[src/rtl/ula_pipe_if.sv]
// Request/result bundle for ula_pipe: valid/ready request side and valid/ready result side.
interface ula_pipe_if #(
   parameter int WIDTH = 16
);
   logic                 i_valid;
   logic                 o_ready;
   logic [3:0]           i_op_selector;
   logic [WIDTH-1:0]     i_data_a;
   logic [WIDTH-1:0]     i_data_b;
   logic                 o_data_valid;
   logic                 i_data_ready;
   logic [2*WIDTH-1:0]   o_data_result;
   logic                 o_data_carryout;
   logic                 o_data_error;

   modport master (
      output i_valid, i_op_selector, i_data_a, i_data_b, i_data_ready,
      input  o_ready, o_data_valid, o_data_result, o_data_carryout, o_data_error
   );

   modport slave (
      input  i_valid, i_op_selector, i_data_a, i_data_b, i_data_ready,
      output o_ready, o_data_valid, o_data_result, o_data_carryout, o_data_error
   );
endinterface

[src/rtl/ula_pipe.sv]
// Handshaked ALU: single-cycle ops plus a WIDTH-cycle restoring divider, result held under backpressure.
//   state   | meaning
//   IDLE    | ready for a request when the output slot is free or draining
//   DIV_RUN | restoring divider producing one quotient bit per clock
module ula_pipe #(
   parameter int WIDTH = 16
) (
   input logic       clk,
   input logic       rst,
   ula_pipe_if.slave bus
);
   localparam logic [3:0] OP_ADD = 4'd1;
   localparam logic [3:0] OP_SUB = 4'd2;
   localparam logic [3:0] OP_MUL = 4'd3;
   localparam logic [3:0] OP_DIV = 4'd4;
   localparam logic [3:0] OP_AND = 4'd5;
   localparam logic [3:0] OP_OR  = 4'd6;
   localparam logic [3:0] OP_XOR = 4'd7;
   localparam logic [3:0] OP_REV = 4'd8;
   localparam int CW = $clog2(WIDTH + 1);

   typedef enum logic {IDLE, DIV_RUN} state_t;

   state_t               state_q, state_d;
   logic [CW-1:0]        cnt_q, cnt_d;
   logic [WIDTH-1:0]     rem_q, rem_d, quo_q, quo_d, dvs_q, dvs_d;
   logic                 valid_q, valid_d, carry_q, carry_d, err_q, err_d;
   logic [2*WIDTH-1:0]   res_q, res_d;

   logic                 ready, accept;
   logic [WIDTH:0]       sum, trial, diff;
   logic [2*WIDTH-1:0]   prod, alu_res;
   logic [WIDTH-1:0]     rev_a, rem_step, quo_step;
   logic                 alu_carry, alu_err;

   always_comb begin
      sum       = {1'b0, bus.i_data_a} + {1'b0, bus.i_data_b};
      prod      = {{WIDTH{1'b0}}, bus.i_data_a} * {{WIDTH{1'b0}}, bus.i_data_b};
      rev_a     = '0;
      for (int i = 0; i < WIDTH; i++) rev_a[i] = bus.i_data_a[WIDTH-1-i];
      alu_res   = '0;
      alu_carry = 1'b0;
      alu_err   = 1'b0;
      case (bus.i_op_selector)
         OP_ADD: begin
            alu_res   = {{WIDTH{1'b0}}, sum[WIDTH-1:0]};
            alu_carry = sum[WIDTH];
         end
         OP_SUB: begin
            alu_res   = {{WIDTH{1'b0}}, bus.i_data_a - bus.i_data_b};
            alu_carry = bus.i_data_a < bus.i_data_b;
         end
         OP_MUL: alu_res = prod;
         // Only reached here for a zero divisor; real divides go through DIV_RUN.
         OP_DIV: begin
            alu_res = {bus.i_data_a, {WIDTH{1'b1}}};
            alu_err = 1'b1;
         end
         OP_AND: alu_res = {{WIDTH{1'b0}}, bus.i_data_a & bus.i_data_b};
         OP_OR:  alu_res = {{WIDTH{1'b0}}, bus.i_data_a | bus.i_data_b};
         OP_XOR: alu_res = {{WIDTH{1'b0}}, bus.i_data_a ^ bus.i_data_b};
         OP_REV: alu_res = {{WIDTH{1'b0}}, rev_a};
         default: alu_err = 1'b1;
      endcase
   end

   always_comb begin
      trial    = {rem_q, quo_q[WIDTH-1]};
      diff     = trial - {1'b0, dvs_q};
      rem_step = diff[WIDTH] ? trial[WIDTH-1:0] : diff[WIDTH-1:0];
      quo_step = {quo_q[WIDTH-2:0], ~diff[WIDTH]};
   end

   always_comb begin
      state_d = state_q;
      cnt_d   = cnt_q;
      rem_d   = rem_q;
      quo_d   = quo_q;
      dvs_d   = dvs_q;
      valid_d = valid_q;
      res_d   = res_q;
      carry_d = carry_q;
      err_d   = err_q;
      ready   = rst && (state_q == IDLE) && (!valid_q || bus.i_data_ready);
      accept  = bus.i_valid && ready;
      if (valid_q && bus.i_data_ready) valid_d = 1'b0;
      case (state_q)
         IDLE: begin
            if (accept) begin
               if (bus.i_op_selector == OP_DIV && bus.i_data_b != '0) begin
                  state_d = DIV_RUN;
                  cnt_d   = CW'(WIDTH);
                  rem_d   = '0;
                  quo_d   = bus.i_data_a;
                  dvs_d   = bus.i_data_b;
               end else begin
                  valid_d = 1'b1;
                  res_d   = alu_res;
                  carry_d = alu_carry;
                  err_d   = alu_err;
               end
            end
         end
         DIV_RUN: begin
            if (cnt_q != CW'(1)) begin
               cnt_d = cnt_q - CW'(1);
               rem_d = rem_step;
               quo_d = quo_step;
            // Last bit waits for the output slot so a held result is never overwritten.
            end else if (!valid_q || bus.i_data_ready) begin
               cnt_d   = '0;
               rem_d   = rem_step;
               quo_d   = quo_step;
               valid_d = 1'b1;
               res_d   = {rem_step, quo_step};
               carry_d = 1'b0;
               err_d   = 1'b0;
               state_d = IDLE;
            end
         end
         default: state_d = IDLE;
      endcase
   end

   always_ff @(posedge clk or negedge rst) begin
      if (!rst) begin
         state_q <= IDLE;
         cnt_q   <= '0;
         rem_q   <= '0;
         quo_q   <= '0;
         dvs_q   <= '0;
         valid_q <= 1'b0;
         res_q   <= '0;
         carry_q <= 1'b0;
         err_q   <= 1'b0;
      end else begin
         state_q <= state_d;
         cnt_q   <= cnt_d;
         rem_q   <= rem_d;
         quo_q   <= quo_d;
         dvs_q   <= dvs_d;
         valid_q <= valid_d;
         res_q   <= res_d;
         carry_q <= carry_d;
         err_q   <= err_d;
      end
   end

   assign bus.o_ready         = ready;
   assign bus.o_data_valid    = valid_q;
   assign bus.o_data_result   = res_q;
   assign bus.o_data_carryout = carry_q;
   assign bus.o_data_error    = err_q;
endmodule

[src/flat_wrapper.sv]
// flat-port wrapper written by rule: the top's interface ports become plain ports
module ula_pipe_flat 
#(
   parameter int WIDTH = 16
)
  (clk, rst, bus_i_valid, bus_i_op_selector, bus_i_data_a, bus_i_data_b, bus_i_data_ready, bus_o_ready, bus_o_data_valid, bus_o_data_result, bus_o_data_carryout, bus_o_data_error);
  ula_pipe_if #(.WIDTH(WIDTH)) bus_i ();
  input logic clk;
  input logic rst;
  input wire logic [$bits(bus_i.i_valid)-1:0] bus_i_valid;
  input wire logic [$bits(bus_i.i_op_selector)-1:0] bus_i_op_selector;
  input wire logic [$bits(bus_i.i_data_a)-1:0] bus_i_data_a;
  input wire logic [$bits(bus_i.i_data_b)-1:0] bus_i_data_b;
  input wire logic [$bits(bus_i.i_data_ready)-1:0] bus_i_data_ready;
  output wire logic [$bits(bus_i.o_ready)-1:0] bus_o_ready;
  output wire logic [$bits(bus_i.o_data_valid)-1:0] bus_o_data_valid;
  output wire logic [$bits(bus_i.o_data_result)-1:0] bus_o_data_result;
  output wire logic [$bits(bus_i.o_data_carryout)-1:0] bus_o_data_carryout;
  output wire logic [$bits(bus_i.o_data_error)-1:0] bus_o_data_error;
  assign bus_i.i_valid = bus_i_valid;
  assign bus_i.i_op_selector = bus_i_op_selector;
  assign bus_i.i_data_a = bus_i_data_a;
  assign bus_i.i_data_b = bus_i_data_b;
  assign bus_i.i_data_ready = bus_i_data_ready;
  assign bus_o_ready = bus_i.o_ready;
  assign bus_o_data_valid = bus_i.o_data_valid;
  assign bus_o_data_result = bus_i.o_data_result;
  assign bus_o_data_carryout = bus_i.o_data_carryout;
  assign bus_o_data_error = bus_i.o_data_error;
  ula_pipe #(.WIDTH(WIDTH)) u_core (.clk(clk), .rst(rst), .bus(bus_i));
endmodule
[config.mk]
export PLATFORM = sky130hd
export DESIGN_NAME = ula_pipe_flat
export DESIGN_NICKNAME = d
export VERILOG_FILES = /design/src/rtl/ula_pipe_if.sv /design/src/rtl/ula_pipe.sv /design/src/flat_wrapper.sv
export SDC_FILE = /design/constraint.sdc
export NUM_CORES = 1
export LEC_CHECK = 0
export ABC_AREA = 1
export BUFFER_PORTS_ARGS = -buffer_cell sky130_fd_sc_hd__buf_2
export CAP_MARGIN = 20
export CORE_MARGIN = 2
export CORE_UTILIZATION = 40
export CTS_CLUSTER_DIAMETER = 100
export DETAILED_ROUTE_END_ITERATION = 8
export SYNTH_ARGS = -nofsm -noshare
export SYNTH_HDL_FRONTEND = slang
export SYNTH_SLANG_ARGS = --single-unit
[constraint.sdc]
create_clock -name clk -period 2.09 [get_ports clk]
set_input_delay 0.418 -clock clk [delete_from_list [all_inputs] [get_ports clk]]
set_output_delay 0.418 -clock clk [all_outputs]
set_load 0.02 [all_outputs]
==> flow_metrics.tcl <==
set metrics [dict create \
    status "finished, violations left" \
    violations "negative setup slack" \
    gr-usage-all-layers_pct 31.21 \
    final_layout_size_suffix_gt1_share_pct 32.35 \
    cts_sinks 89 \
    synth_flop_cell "dfrtp_1" \
    vias 18960 \
    dp.cells 3683 \
    grt_setup_unrepaired "yes" \
    syn-num-nets 3123 \
    setup_viol 49 \
    synth_top_cells_by_area "fa_1 22%, nand2_1 19%, inv_1 14%" \
    fin_skew_ns 0.01724 \
    grt_pass1_wl_mm 111.3 \
    clockRootBuffer "clkbuf_16" \
    finalHoldViolCount 0 \
    fp.dieH_um 214.9 \
    drv_cap 0 \
    fp.coreArea_mm2 0.04403 \
    critical_path_arrival_ns 5.51 \
    fin_tns_setup_ns -85.71 \
    yosysSeqAreaShare_pct 12.52 \
    syn_area_per_cell_um2 6.548 \
    wl_per_cell_um 19.12 \
    grt-ovfl-total 0 \
    finalMaxSlewViolations 0 \
    cp_max_fo 4 \
    clkLatencyLatePin_ns 0.36 \
    crit_slowest_cell "fa_2" \
    post-dp-hpwl_mm 59.12 \
    start_util_pct 40.39 \
    fin_nets 3559 \
    synth_enable_flop_cells 0 \
    min-delay-path-class "primary input to async pin" \
    ant_nets 0 \
    die_w_um 214.9 \
    drc_errors 0 \
    grt_pass1_vias 19210 \
    start_kind "primary input" \
    layout.cells.non_filler 3748 \
    final_common_cell "nand2_1" \
    worst_setup_path_end_kind "register" \
    rows 77 \
    regArea_mm2 0.002227 \
    critPathRequiredTime_ns 2.34 \
    relSlewSlack_pct 46.81 \
    n_antenna_cell 0 \
    cts_tree "done" \
    cts_buffers 9 \
    final_area_mm2 0.02516 \
    final_cell_mix "758 x nand2_1, 577 x inv_1, 374 x buf_4" \
    slowest_delay_ns 0.62 \
    synth_top_area_share_pct 22.18 \
    multi_input_area_mm2 0.01463 \
    io_buffers 75 \
    clkTransAtPathRegs_ns 0.07 \
    yosys_warnings 0 \
    worst_slew_pin_slew_ns 0.7978 \
    period_minus_slack_ns 5.253 \
    via_per_inst 5.058 \
    gp_congestion 1.008 \
    async_flop_share_pct 100.0 \
    ys_seq_elements 89 \
    antenna_found_initial 4 \
    yosys.area.top_type "fa_1" \
    worstSetupPathType "primary input to register" \
    setup_slack_ns -3.163 \
    grt_start_max_net_pins 60 \
    timing.final.crit_share_pct 251.4 \
    drt-initial-drc-count 1666 \
    synth.distinct_cells 46 \
    area_delta_synth_final_pct 41.49 \
    syn-cell-area_mm2 0.01778 \
    die-area_mm2 0.04616 \
    syn_inst 2716 \
    whs_ns 0.1384 \
    wirelength_mm 71.65 \
    fmax_ghz 0.1904 \
    placed_cell_area_mm2 0.02222 \
    firstDrtPassIters 5 \
    path_common_cell "nand2_1" \
    htreeDepth 3 \
    io_pins 76 \
    cts_buffer_depth 2 \
    n_fill_cell 4136 \
]
metal layers:
| layer | vias to the layer above | GRT usage, % | routed length (um) |
|---|---|---|---|
| met5 | - | 0 | 19 |
| met4 | 4 | 10.21 | 2843 |
| met3 | 144 | 4.982 | 4840 |
| met2 | 673 | 50.16 | 32870 |
| met1 | 9175 | 42.90 | 31070 |
| li1 | 8961 | - | - |
final cells by class:
cell class	instances	area share, %
Inverter	668	10.03
Clock buffer	10	0.9497
Tap cell	592	2.944
Clock inverter	5	0.2536
Multi-Input combinational cell	1849	58.15
Sequential cell	89	8.850
Timing Repair Buffer	535	18.82
cell usage after synthesis, types with 5 or more instances:
| master | count |
|---|---|
| a21boi_2 | 5 |
| dfrtp_1 | 89 |
| nand2_2 | 8 |
| o21bai_1 | 5 |
| a31oi_1 | 16 |
| nand2_1 | 914 |
| xnor2_1 | 9 |
| a21oi_1 | 78 |
| buf_6 | 5 |
| o211ai_2 | 6 |
| fa_1 | 197 |
| buf_1 | 9 |
| nand3b_1 | 8 |
| ha_1 | 170 |
| nor2_1 | 119 |
| o21ai_0 | 69 |
| nand3_1 | 138 |
| buf_2 | 31 |
| nand4_1 | 26 |
| clkbuf_1 | 62 |
| nor3_1 | 16 |
| inv_1 | 662 |
| o22ai_1 | 22 |
cell families after synthesis:
kind of cell / Yosys count / synth area share [%]
flops: 89 / 12.52
simple gates: 1247 / 28.44
xor+xnor: 13 / 0.6402
fa+ha+maj: 367 / 34.14
compound gates: 221 / 7.310
buf+inv: 779 / 16.96
stage by stage:
| stage | worst slack (ns) | util, % |
|---|---|---|
| final | -3.163 | 57.15 |
| after CTS | -3.148 | 54.86 |
| after global placement | -3.664 | 50.47 |
| after global routing | -3.358 | 57.15 |
| after floorplan | -3.001 | - |
| after detailed placement | -3.687 | 50.47 |
repair_timing:
item | CTS | global route
hold buffers | 0 | 0
gates cloned | 2 | 4
resized for setup | 399 | 210
setup endpoints to repair | 71 | 63
pin swaps | 176 | 180
setup buffers | 23 | 25
flip-flops by register name, indices dropped and copies added (netlist names):
name / cells
u_core.cnt_q: 5
u_core.rem_q: 16
u_core.bus.o_data_carryout: 1
u_core.dvs_q: 16
u_core.bus.o_data_error: 1
u_core.state_q: 1
u_core.bus.o_data_valid: 1
u_core.quo_q: 16
u_core.bus.o_data_result: 32
critical path: cells and delay by family:
| kind | cells | cell delay (ns) |
|---|---|---|
| adders and majority gates | 7 | 3.42 |
| buffers and inverters | 10 | 0.76 |
| and+or+nand+nor | 15 | 0.92 |
final timing paths:
kind                                                end                         from  slack, ns  cells after the start
setup / recovery           u_core.bus.o_data_result[22]              bus_i_data_a[6]      -3.16                     32
hold / removal               u_core.bus.o_data_carryout                          rst       0.14                      2
setup reg to reg           u_core.bus.o_data_result[30]             u_core.quo_q[15]      -0.37                     18
hold reg to reg             u_core.bus.o_data_result[2]  u_core.bus.o_data_result[2]       0.49                      2
max in group asynchronous               u_core.dvs_q[9]                          rst       0.78                      3
min in group clk                u_core.bus.o_data_valid             bus_i_data_ready       0.44                      4
Power is not shown: default switching activity piles up to over one toggle a cycle in this logic, so the estimate is an artifact.
